### config.mk
export PLATFORM = sky130hd
export DESIGN_NAME = saturating_counter_bank
export DESIGN_NICKNAME = d
export VERILOG_FILES = /design/src/rtl/saturating_counter_bank.sv
export SDC_FILE = /design/constraint.sdc
export NUM_CORES = 1
export LEC_CHECK = 0
export BUFFER_PORTS_ARGS = -buffer_cell sky130_fd_sc_hd__buf_2
export CORE_ASPECT_RATIO = 0.8
export CORE_MARGIN = 4
export CORE_UTILIZATION = 27
export DETAILED_ROUTE_END_ITERATION = 12
export PLACE_DENSITY = 0.47
export SLEW_MARGIN = 40
export SYNTH_ARGS = -nofsm -noshare
export SYNTH_HDL_FRONTEND = slang
export SYNTH_SLANG_ARGS = --single-unit
### constraint.sdc
create_clock -name clk -period 3.2 [get_ports clk]
set_input_delay 0.16 -clock clk [delete_from_list [all_inputs] [get_ports clk]]
set_output_delay 0.16 -clock clk [all_outputs]
set_load 0.005 [all_outputs]
### src/rtl/saturating_counter_bank.sv
// Multi-channel saturating counter bank with step size, set, hysteresis high flag and clip pulse.
// Optional periodic decay toward REST_VAL is built only when SATCNT_BANK_DECAY_EN is defined.
module saturating_counter_bank #(
    parameter int N           = 8,
    parameter int CH          = 4,
    parameter int STEP_W      = 3,
    parameter int DEFAULT_VAL = 2,
    parameter int SET_VAL     = 0,
    parameter int REST_VAL    = 2,
    parameter int DECAY_DIV   = 16,
    parameter int HI_TH       = 200,
    parameter int LO_TH       = 50
) (
    input  logic              clk,
    input  logic              rst_n,
    input  logic [CH-1:0]     inc,
    input  logic [CH-1:0]     dec,
    input  logic [CH-1:0]     setval,
    input  logic [STEP_W-1:0] step,
    input  logic              decay_en,
    output logic [CH*N-1:0]   value,
    output logic [CH-1:0]     at_max,
    output logic [CH-1:0]     at_min,
    output logic [CH-1:0]     high,
    output logic [CH-1:0]     sat_evt
);

    localparam logic [N-1:0] MAX_V  = '1;
    localparam logic [N-1:0] DEF_V  = N'(DEFAULT_VAL);
    localparam logic [N-1:0] SET_V  = N'(SET_VAL);
    localparam logic [N-1:0] REST_V = N'(REST_VAL);
    localparam logic [N-1:0] HI_V   = N'(HI_TH);
    localparam logic [N-1:0] LO_V   = N'(LO_TH);
    localparam logic         HI_RST = (DEFAULT_VAL >= HI_TH);

    logic tick;

`ifdef SATCNT_BANK_DECAY_EN
    localparam int PS_W = $clog2(DECAY_DIV);
    localparam logic [PS_W-1:0] PS_LAST = PS_W'(DECAY_DIV - 1);

    logic [PS_W-1:0] ps_cnt;

    always_ff @(posedge clk or negedge rst_n) begin
        if (!rst_n) begin
            ps_cnt <= '0;
        end else if (!decay_en || ps_cnt == PS_LAST) begin
            ps_cnt <= '0;
        end else begin
            ps_cnt <= ps_cnt + 1'b1;
        end
    end

    assign tick = decay_en && (ps_cnt == PS_LAST);
`else
    // Decay disabled: the enable input is kept on the port but has no effect.
    logic unused_decay_en;
    assign unused_decay_en = decay_en;
    assign tick = 1'b0;
`endif

    // Step zero-extended into the N+1-bit headroom arithmetic.
    logic [N:0] step_ext;
    assign step_ext = {{(N + 1 - STEP_W){1'b0}}, step};

    for (genvar k = 0; k < CH; k++) begin : g_ch
        logic [N-1:0] val_r;
        logic [N-1:0] val_nxt;
        logic         high_r;
        logic         high_nxt;
        logic         sat_r;
        logic         sat_nxt;
        logic [N:0]   sum_ext;
        logic         inc_only;
        logic         dec_only;

        assign sum_ext  = {1'b0, val_r} + step_ext;
        assign inc_only = inc[k] & ~dec[k];
        assign dec_only = dec[k] & ~inc[k];

        always_comb begin
            val_nxt = val_r;
            sat_nxt = 1'b0;
            if (setval[k]) begin
                val_nxt = SET_V;
            end else if (inc_only) begin
                if (sum_ext > {1'b0, MAX_V}) begin
                    val_nxt = MAX_V;
                    sat_nxt = 1'b1;
                end else begin
                    val_nxt = sum_ext[N-1:0];
                end
            end else if (dec_only) begin
                if (step_ext > {1'b0, val_r}) begin
                    val_nxt = '0;
                    sat_nxt = 1'b1;
                end else begin
                    val_nxt = val_r - step_ext[N-1:0];
                end
            end else if (tick) begin
                if (val_r > REST_V) begin
                    val_nxt = val_r - 1'b1;
                end else if (val_r < REST_V) begin
                    val_nxt = val_r + 1'b1;
                end
            end
        end

        // Hysteresis evaluated on the value being written this edge.
        always_comb begin
            high_nxt = high_r;
            if (val_nxt >= HI_V) begin
                high_nxt = 1'b1;
            end else if (val_nxt <= LO_V) begin
                high_nxt = 1'b0;
            end
        end

        always_ff @(posedge clk or negedge rst_n) begin
            if (!rst_n) begin
                val_r  <= DEF_V;
                high_r <= HI_RST;
                sat_r  <= 1'b0;
            end else begin
                val_r  <= val_nxt;
                high_r <= high_nxt;
                sat_r  <= sat_nxt;
            end
        end

        assign value[k*N +: N] = val_r;
        assign at_max[k]       = (val_r == MAX_V);
        assign at_min[k]       = (val_r == '0);
        assign high[k]         = high_r;
        assign sat_evt[k]      = sat_r;
    end

endmodule

==> results.yml, run 1 <==
detailed_routing:
  via_per_inst: 5.33
  post_drt_wl_per_cell_um: 16.1
  overall_routed_net_length_mm: 11.4
  first_drt_pass_iteration_count: 5
  first_iter_violations: 328
  detail-route-antenna-nets: 0
  drc: 0
  vias: 3747
timing:
  post_route_setup_tns_ps: 0
  fin_skew_ps: 6.60
  worst_slew_pin_slew_ps: 649
  slew_viol_final: 0
  layout_min_cycle_time_ps: 3000
  final.period_utilization_pct: 93.7
  timing.final.ws_setup_ps: 201
  rsz0062_at_grt: "no"
  setup_violations: 0
  max_freq_ghz: 0.333
  timing.final.hold_violations: 0
  slew_headroom_pct: 55.6
setup_path:
  worst-r2r-setup-slack_ps: 200
  path_max_fanout: 8
  critical-path-top-delay-family: "compound AO/OA/AOI/OAI gates"
  critical_path.n_buffers_inverters: 2
  cp.depth: 10
  worst_path_max_delay_cell: "a2111oi_0"
  ff2ff_path_depth: 10
  critPathRequiredTime_ps: 3410
  worstSetupStartpointType: "flop"
  reg2reg_from: "g_ch[1].val_r[1]$_DFF_PN1_"
  startpoint: "g_ch[1].val_r[1]$_DFF_PN1_"
  path_cells: "inv_1 -> fa_1 -> nor2_1 -> o2111a_1 -> nor2_1 -> a2111oi_0 -> buf_4 -> nand3b_1 -> a31oi_1 -> o21ai_1"
  crit_end: "g_ch[1].high_r$_DFFE_PN0P_"
  critical_path.most_common_cell: "nor2_1"
  kind_of_end_point_of_the_critical_path: "flop"
  critical_path_class: "reg -> reg"
  max_incr_delay_on_cp_ps: 630
  worst_ep_arrival_time_ps: 3210
  worst_r2r_endpoint: "g_ch[1].high_r$_DFFE_PN0P_"
synthesis:
  synthCells: 470
  post-synth-top-area-fraction_pct: 23.1
  count_of_flip_flops_with_a_built_in_enable_after_synthesis: 0
  synth_top_family_by_area: "compound AO/OA/AOI/OAI gates"
  async_flop_share_pct: 100
  synth_compound_area_share_pct: 25.4
  synth-adder-area-share_pct: 11.8
  synthSimpleGateAreaFrac_pct: 23.7
  netlist_area_um2: 3890
  synthXorXnorAreaFrac_pct: 4.27
  synth.area.top_cells: "dfrtp_1 (23%), ha_1 (7.7%), nor2_1 (4.3%)"
  yosys_warnings: 0
  synth_cell_type_count: 72
  postSynth.topFlopCell: "dfrtp_1"
  synth_mux_area_share_pct: 1.80
  synth_area_per_cell_um2: 8.29
  postSynthRegisterBits: 40
  synth_sequential_area_ratio_pct: 25.8
  netlist.top_cell.by_area: "dfrtp_1"
  syn-num-nets: 520
clock_tree:
  clkLatencyLatePin_ps: 280
  clk_root_buffer_cell: "clkbuf_16"
  clkSinkCount: 40
  tritoncts: "built"
  cts.repair_timing.setup_buffer_count: 0
  numCtsBuffers: 5
  clockBufferDepth: 2
  clk_transition_reported_paths_ps: 60
  cts_max_level: 2
place:
  routability_cong: 0.847
  dp_hpwl_mm: 8.68
  total_cell_area_at_the_placement_stage_um2: 4370
  port_buffers: 64
  pre_cts_slack_ps: 173
  dp_cells: 694
floorplan:
  core.rowCount: 38
  core_region_area_um2: 13800
  ios: 66
  die_area_um2: 16400
  starting_density_of_the_core_pct: 28.2
  die_w_um: 142
  floorplan.die.height_um: 115
grt:
  grt.overflow.total: 0
  grt_start_max_net_pins: 41
  antenna_violations_before_repair: 0
  grt_pass1_vias: 3650
  grt_first_pass_wirelength_mm: 19.1
  gr-usage-all-layers_pct: 14.0
final_layout:
  insertedDiodeCount: 0
  stdcell_area_um2: 4530
  design.final.nets: 572
  fin_cells: 703
  areaGrowthSynthToFinish_pct: 16.4
  drive_gt1_share_pct: 19.5
power:
  power.static_leakage_nw: 2.05
  power_per_cell_area_nw_per_um2: 396
  totalPowerFinal_mw: 1.79
  worst_ir_drop_vdd_v: 0.000191
run:
  drv.max_cap_violation_count: 0
outcome:
  run_status: "finished clean"
worst_hold_path:
  worstHoldPathType: "in -> reg"
-- worst reg2reg max path: stages, from the launching register on --
cell and delay [ps]:
dfstp_2 620, inv_1 120, fa_1 470, nor2_1 190, o2111a_1 220, nor2_1 130, a2111oi_0 630, buf_4 220
nand3b_1 100, a31oi_1 90, o21ai_1 150
-- area by class of cell --
class / count / area [um2]
clock buffer: 8 / 146
fill: 1481 / 9300
inverter: 29 / 109
multi-input combinational: 368 / 2620
sequential: 40 / 1010
tap: 180 / 225
timing repair buffer: 78 / 430
-- per-stage QoR --
step | util, % | hold WS [ps]
2_1_floorplan | - | -136
3_5_place_dp | 31.6 | 193
6_report | 32.8 | 169
5_1_grt | 32.8 | 159
3_3_place_gp | 31.6 | 382
4_1_cts | 32.7 | 163
-- how the worst min path moves through the flow --
stage                   start                    endpoint  slack [ps]  cells after the start
floorplan               rst_n  g_ch[0].high_r$_DFFE_PN0P_        -140                      0
global placement        rst_n  g_ch[2].val_r[7]$_DFF_PN0_         380                      1
detailed placement      rst_n  g_ch[2].high_r$_DFFE_PN0P_         190                      1
CTS                 setval[2]     g_ch[2].sat_r$_DFF_PN0_         160                      2
global route        setval[1]  g_ch[1].val_r[1]$_DFF_PN1_         160                      2
finish              setval[1]  g_ch[1].val_r[1]$_DFF_PN1_         170                      2
-- placed cells by master (no fill, tap or decap), types with 11 or more instances in the layout --
| master | n |
|---|---|
| xor2_1 | 11 |
| ha_1 | 24 |
| dfrtp_1 | 36 |
| nor2_1 | 45 |
| nand3_1 | 14 |
| buf_4 | 14 |
| a21oi_1 | 29 |
| nand2_1 | 28 |
| o21ai_0 | 22 |
| nor2b_1 | 17 |
| nand2b_1 | 15 |
| nor3_1 | 17 |
| buf_2 | 63 |
| inv_1 | 28 |
-- cell usage after synthesis, drive strengths merged (11+ instances only) --
library cell,count
nor2,47
ha,24
nor3,17
buf,16
nor2b,17
a21oi,30
inv,29
xor2,11
nand2,28
clkbuf,17
nand2b,15
dfrtp,36
nand3,14
o21ai,24
-- power by group --
group / internal (mW) / switching (mW)
registers: 0.552 / 0.0910
clock network: 0.312 / 0.213
logic: 0.272 / 0.355
total: 1.14 / 0.658
-- sequential cells by signal (all words and copies together) (netlist names) --
| signal | cells |
|---|---|
| g_ch.high_r | 4 |
| g_ch.val_r | 32 |
| g_ch.sat_r | 4 |
-- cell families after synthesis --
kind of cell,after synthesis
flops,40
mux,7
buf+inv,62
simple gates,176
compound gates,134
fa+ha+maj,32
xor+xnor,19
-- timing repair --
| item | CTS | global route |
|---|---|---|
| endpoints found under the hold margin | 36 | 0 |
| resized for setup | 0 | 4 |
| hold buffers | 1 | 0 |
| endpoints found under the setup margin | 0 | 2 |
-- routing by layer --
layer	up-vias	routed length (um)	GRT usage [%]	part of all wire (%)
met3	2	496	2.64	4.4
met2	86	5040	21.8	44
li1	1824	-	-	-
met4	0	54	1.98	0.48
met5	-	0	0	0
met1	1835	5760	20.7	51
(Power assumes the default switching activity.)
==> run 2, diff against run 1 <==
--- a/config.mk
+++ b/config.mk
@@ -6,7 +6,7 @@
 export NUM_CORES = 1
 export LEC_CHECK = 0
 export BUFFER_PORTS_ARGS = -buffer_cell sky130_fd_sc_hd__buf_2
-export CORE_ASPECT_RATIO = 0.8
+export CORE_ASPECT_RATIO = 1.1
 export CORE_MARGIN = 4
 export CORE_UTILIZATION = 27
 export DETAILED_ROUTE_END_ITERATION = 12
==> results.yml, run 2 (synthesized netlist as in run 1, its figures left out) <==
outcome:
  run_status: "finished clean"
timing:
  slew_headroom_pct: 57.2
  max_freq_ghz: 0.340
  post_route_setup_tns_ps: 0
  worst_slew_pin_slew_ps: 626
  fin_skew_ps: 7.10
  layout_min_cycle_time_ps: 2940
  slew_viol_final: 0
  timing.final.hold_violations: 0
  final.period_utilization_pct: 92.0
  timing.final.ws_setup_ps: 257
  rsz0062_at_grt: "no"
  finalHoldWorstSlack_ps: 159
  setup_violations: 0
final_layout:
  drive_gt1_share_pct: 19.4
  largest_regs: "g_ch.val_r: 32 flops, g_ch.high_r: 4 flops, g_ch.sat_r: 4 flops"
  final_common_cell: "buf_2"
  registers.top_by_ff_count: "g_ch.val_r"
  insertedDiodeCount: 0
  fin_cells: 709
  final_core_util_pct: 32.4
  num-fill-cells: 1552
  areaGrowthSynthToFinish_pct: 16.1
  mostFrequentLayoutCells: "buf_2 (63), nor2_1 (45), dfrtp_1 (36)"
  design.final.nets: 571
  largest_reg_flops: 32
clock_tree:
  clkSinkCount: 40
  cts_max_level: 2
  clkLatencyLatePin_ps: 280
  clk_root_buffer_cell: "clkbuf_16"
  clockBufferDepth: 2
  tritoncts: "built"
  numCtsBuffers: 5
  cts.repair_timing.setup_buffer_count: 0
  clk_transition_reported_paths_ps: 60
detailed_routing:
  drc: 0
  vias: 3755
  first_iter_violations: 252
  via_per_inst: 5.30
  first_drt_pass_iteration_count: 5
  detail-route-antenna-nets: 0
  post_drt_wl_per_cell_um: 15.8
  overall_routed_net_length_mm: 11.2
place:
  dp_cells: 701
  port_buffers: 64
  routability_cong: 0.860
  dp_hpwl_mm: 8.61
  pre_cts_slack_ps: 127
floorplan:
  core.rowCount: 45
  core_region_area_um2: 14000
  floorplan.die.height_um: 134
  ios: 66
  die_area_um2: 16400
  die_w_um: 123
  starting_density_of_the_core_pct: 27.9
setup_path:
  worstSetupStartpointType: "flop"
  kind_of_end_point_of_the_critical_path: "flop"
  path_max_fanout: 8
  critical_path_class: "reg -> reg"
  worst_ep_arrival_time_ps: 3160
  critPathRequiredTime_ps: 3420
grt:
  antenna_violations_before_repair: 0
  met2_usage_pct: 23.2
  grt_first_pass_wirelength_mm: 18.8
  groute.layer.met3.usage_pct: 1.56
  grtUsageMet1_pct: 18.7
  grt_pass1_vias: 3760
  gr-usage-all-layers_pct: 14.0
  grt_start_max_net_pins: 41
  grt.overflow.total: 0
  top_usage_layer: "met2"
run:
  drv.max_cap_violation_count: 0
power:
  power_per_cell_area_nw_per_um2: 387
  worst_ir_drop_vdd_v: 0.000179
  power.static_leakage_nw: 2.04
worst_hold_path:
  worstHoldPathType: "in -> reg"
==> run 2: worst max-delay path: stages, from the launching register on <==
cell,delay (ps)
dfstp_2,630
inv_1,100
fa_1,470
o21bai_2,180
inv_1,80
nor2_1,190
nor2_1,110
buf_4,180
a221oi_4,290
nor2_2,60
a2111oi_2,370
o32a_1,210
==> run 2: path summary, 6_finish.rpt <==
| kind | from | endpoint | slack, ps | cells after the start |
|---|---|---|---|---|
| max | g_ch[0].val_r[1]$_DFF_PN1_ | g_ch[0].high_r$_DFFE_PN0P_ | 260 | 11 |
| min | setval[1] | g_ch[1].sat_r$_DFF_PN0_ | 160 | 2 |
| max reg2reg | g_ch[0].val_r[1]$_DFF_PN1_ | g_ch[0].high_r$_DFFE_PN0P_ | 260 | 11 |
| min reg2reg | g_ch[0].high_r$_DFFE_PN0P_ | g_ch[0].high_r$_DFFE_PN0P_ | 520 | 1 |
| max in group asynchronous | rst_n | g_ch[0].val_r[1]$_DFF_PN1_ | 2390 | 2 |
| min in group asynchronous | rst_n | g_ch[1].sat_r$_DFF_PN0_ | 390 | 2 |
==> run 2: layout make-up <==
class | count | area [um2] | share of cell area [%]
Inverter | 29 | 109 | 2.41
Clock inverter | 1 | 5.00 | 0.111
Multi-Input combinational cell | 368 | 2610 | 57.8
Sequential cell | 40 | 1010 | 22.3
Clock buffer | 6 | 129 | 2.85
Timing Repair Buffer | 77 | 423 | 9.36
Tap cell | 188 | 235 | 5.20
==> run 2: repair_timing <==
item / 4_1_cts / 5_1_grt
endpoints found under the setup margin: 0 / 1
hold buffers: 1 / 0
endpoints found under the hold margin: 36 / 0
gates resized for setup: 0 / 3
==> run 2: where the power goes <==
part           internal (mW)  total [mW]  switching (mW)
sequential             0.552       0.647          0.0946
combinational          0.270       0.620           0.350
clock                  0.284       0.482           0.198
==> run 2: layer usage <==
layer	wire, um	part of all wire (%)	vias to the layer above
met1	5130	46	1804
met4	241	2.2	0
met3	441	3.9	14
li1	-	-	1822
met5	0	0	-
met2	5390	48	115
==> run 2: stage by stage <==
step / power [mW] / area [um2]
2_1_floorplan: 1.06 / 3890
6_report: 1.75 / 4520
5_1_grt: 1.88 / 4520
3_3_place_gp: 1.27 / 4370
3_5_place_dp: 1.27 / 4370
4_1_cts: 1.77 / 4510
==> run 3, diff against run 2 <==
--- a/config.mk
+++ b/config.mk
@@ -10,7 +10,7 @@
 export CORE_MARGIN = 4
 export CORE_UTILIZATION = 27
 export DETAILED_ROUTE_END_ITERATION = 12
-export PLACE_DENSITY = 0.47
+export REMOVE_ABC_BUFFERS = 1
 export SLEW_MARGIN = 40
 export SYNTH_ARGS = -nofsm -noshare
 export SYNTH_HDL_FRONTEND = slang
==> results.yml, run 3 (synthesized netlist as in run 1, its figures left out) <==
grt:
  gr-usage-all-layers_pct: 13.4
  grt_pass1_vias: 3737
  antenna_violations_before_repair: 0
  grt.overflow.total: 0
  grt_start_max_net_pins: 41
  grt_first_pass_wirelength_mm: 18.4
timing:
  max_freq_ghz: 0.339
  worst_slew_pin_slew_ps: 719
  final.period_utilization_pct: 92.2
  layout_min_cycle_time_ps: 2950
  timing.final.ws_setup_ps: 248
  slew_headroom_pct: 50.8
  post_route_setup_tns_ps: 0
  setup_violations: 0
  slew_viol_final: 0
  fin_skew_ps: 7.07
  rsz0062_at_grt: "no"
  timing.final.hold_violations: 0
setup_path:
  worst_path_max_delay_cell: "dfstp_2"
  worst_ep_arrival_time_ps: 3160
  path_cells: "inv_1 -> fa_1 -> nor2_1 -> o2111a_1 -> nor2_1 -> a2111oi_0 -> nand3b_1 -> nand3b_1 -> a31oi_1 -> o21ai_1"
  path_max_fanout: 8
  critical_path_class: "reg -> reg"
  max_incr_delay_on_cp_ps: 620
  kind_of_end_point_of_the_critical_path: "flop"
  critPathRequiredTime_ps: 3400
  worstSetupStartpointType: "flop"
floorplan:
  die_w_um: 123
  core.rowCount: 45
  core_region_area_um2: 14000
  die_area_um2: 16400
  starting_density_of_the_core_pct: 27.9
  floorplan.die.height_um: 134
  ios: 66
place:
  routability_cong: 0.912
  pre_cts_slack_ps: 233
  port_buffers: 64
  dp_hpwl_mm: 8.47
final_layout:
  mostFrequentLayoutCells: "buf_2 (63), nor2_1 (45), dfrtp_1 (36)"
  drive_gt1_share_pct: 19.1
  areaGrowthSynthToFinish_pct: 16.2
  insertedDiodeCount: 0
  design.final.nets: 568
  registers.top_by_ff_count: "g_ch.val_r"
  largest_regs: "g_ch.val_r: 32 flops, g_ch.high_r: 4 flops, g_ch.sat_r: 4 flops"
  largest_reg_flops: 32
  final_common_cell: "buf_2"
  final_core_util_pct: 32.4
clock_tree:
  numCtsBuffers: 5
  tritoncts: "built"
  cts_max_level: 2
  clk_root_buffer_cell: "clkbuf_16"
  clk_transition_reported_paths_ps: 60
  clkLatencyLatePin_ps: 280
  clockBufferDepth: 2
  clkSinkCount: 40
detailed_routing:
  vias: 3732
  detail-route-antenna-nets: 0
  via_per_inst: 5.28
  post_drt_wl_per_cell_um: 15.6
  first_drt_pass_iteration_count: 5
  overall_routed_net_length_mm: 11.0
  first_iter_violations: 180
  drc: 0
power:
  power_per_cell_area_nw_per_um2: 405
  power.static_leakage_nw: 2.04
  worst_ir_drop_vdd_v: 0.000286
  totalPowerFinal_mw: 1.83
worst_hold_path:
  worstHoldPathType: "in -> reg"
run:
  drv.max_cap_violation_count: 0
outcome:
  run_status: "finished clean"
==> run 3: cell count changes in the layout (fill, tap and decap cells not counted), sizes merged <==
| cell | previous run | this run |
|---|---|---|
| buf | 76 | 73 |
| bufinv | 0 | 1 |
==> run 3: path summary, 6_finish.rpt <==
kind,from,end,slack [ps],cells past startpoint
setup / recovery,g_ch[1].val_r[1]$_DFF_PN1_,g_ch[1].high_r$_DFFE_PN0P_,250,10
hold / removal,setval[1],g_ch[1].sat_r$_DFF_PN0_,140,2
setup reg to reg,g_ch[1].val_r[1]$_DFF_PN1_,g_ch[1].high_r$_DFFE_PN0P_,250,10
hold reg to reg,g_ch[0].high_r$_DFFE_PN0P_,g_ch[0].high_r$_DFFE_PN0P_,510,1
max in group asynchronous,rst_n,g_ch[0].val_r[1]$_DFF_PN1_,2420,2
min in group asynchronous,rst_n,g_ch[2].val_r[7]$_DFF_PN0_,400,2
==> run 3: routing by layer <==
metal / vias up / global-route usage (%) / wire length [um]
li1: 1811 / - / -
met1: 1806 / 17.1 / 4900
met2: 97 / 23.1 / 5470
met3: 18 / 1.77 / 438
met4: 0 / 4.92 / 204
met5: - / 0 / 0
==> run 3: metrics by stage <==
stage	cells	area (um2)	hold WS (ps)
after global placement	698	4350	350
after CTS	707	4520	131
final	707	4530	142
after detailed placement	698	4350	185
after global routing	707	4530	141
after floorplan	437	3720	-136
==> run 3: where the power goes <==
| part | total [mW] | internal [mW] | switching [mW] |
|---|---|---|---|
| clock network | 0.568 | 0.367 | 0.201 |
| logic | 0.615 | 0.267 | 0.348 |
| registers | 0.650 | 0.552 | 0.0983 |
| total | 1.83 | 1.19 | 0.647 |
==> run 3: final cells by class <==
class | instances | area (um2)
fill | 1508 | 9440
multi-input combinational | 368 | 2610
sequential | 40 | 1010
timing repair buffer | 74 | 400
tap | 188 | 235
clock buffer | 6 | 129
inverter | 29 | 109
clock inverter | 2 | 35.0
==> run 3: critical path, delay by kind of cell, from the launching register on <==
family / cells / cell delay, ps
DFF: 1 / 620
adders and majority gates: 1 / 470
buffers and inverters: 1 / 120
AOI/OAI and AO/OA: 4 / 1090
and+or+nand+nor: 4 / 570
==> run 3: repair_timing <==
| item | in CTS | in global routing |
|---|---|---|
| gates resized for setup | 0 | 2 |
| hold buffers | 1 | 0 |
| endpoints found under the setup margin | 0 | 1 |
| endpoints found under the hold margin | 36 | 0 |
| buffers inserted | 0 | 0 |
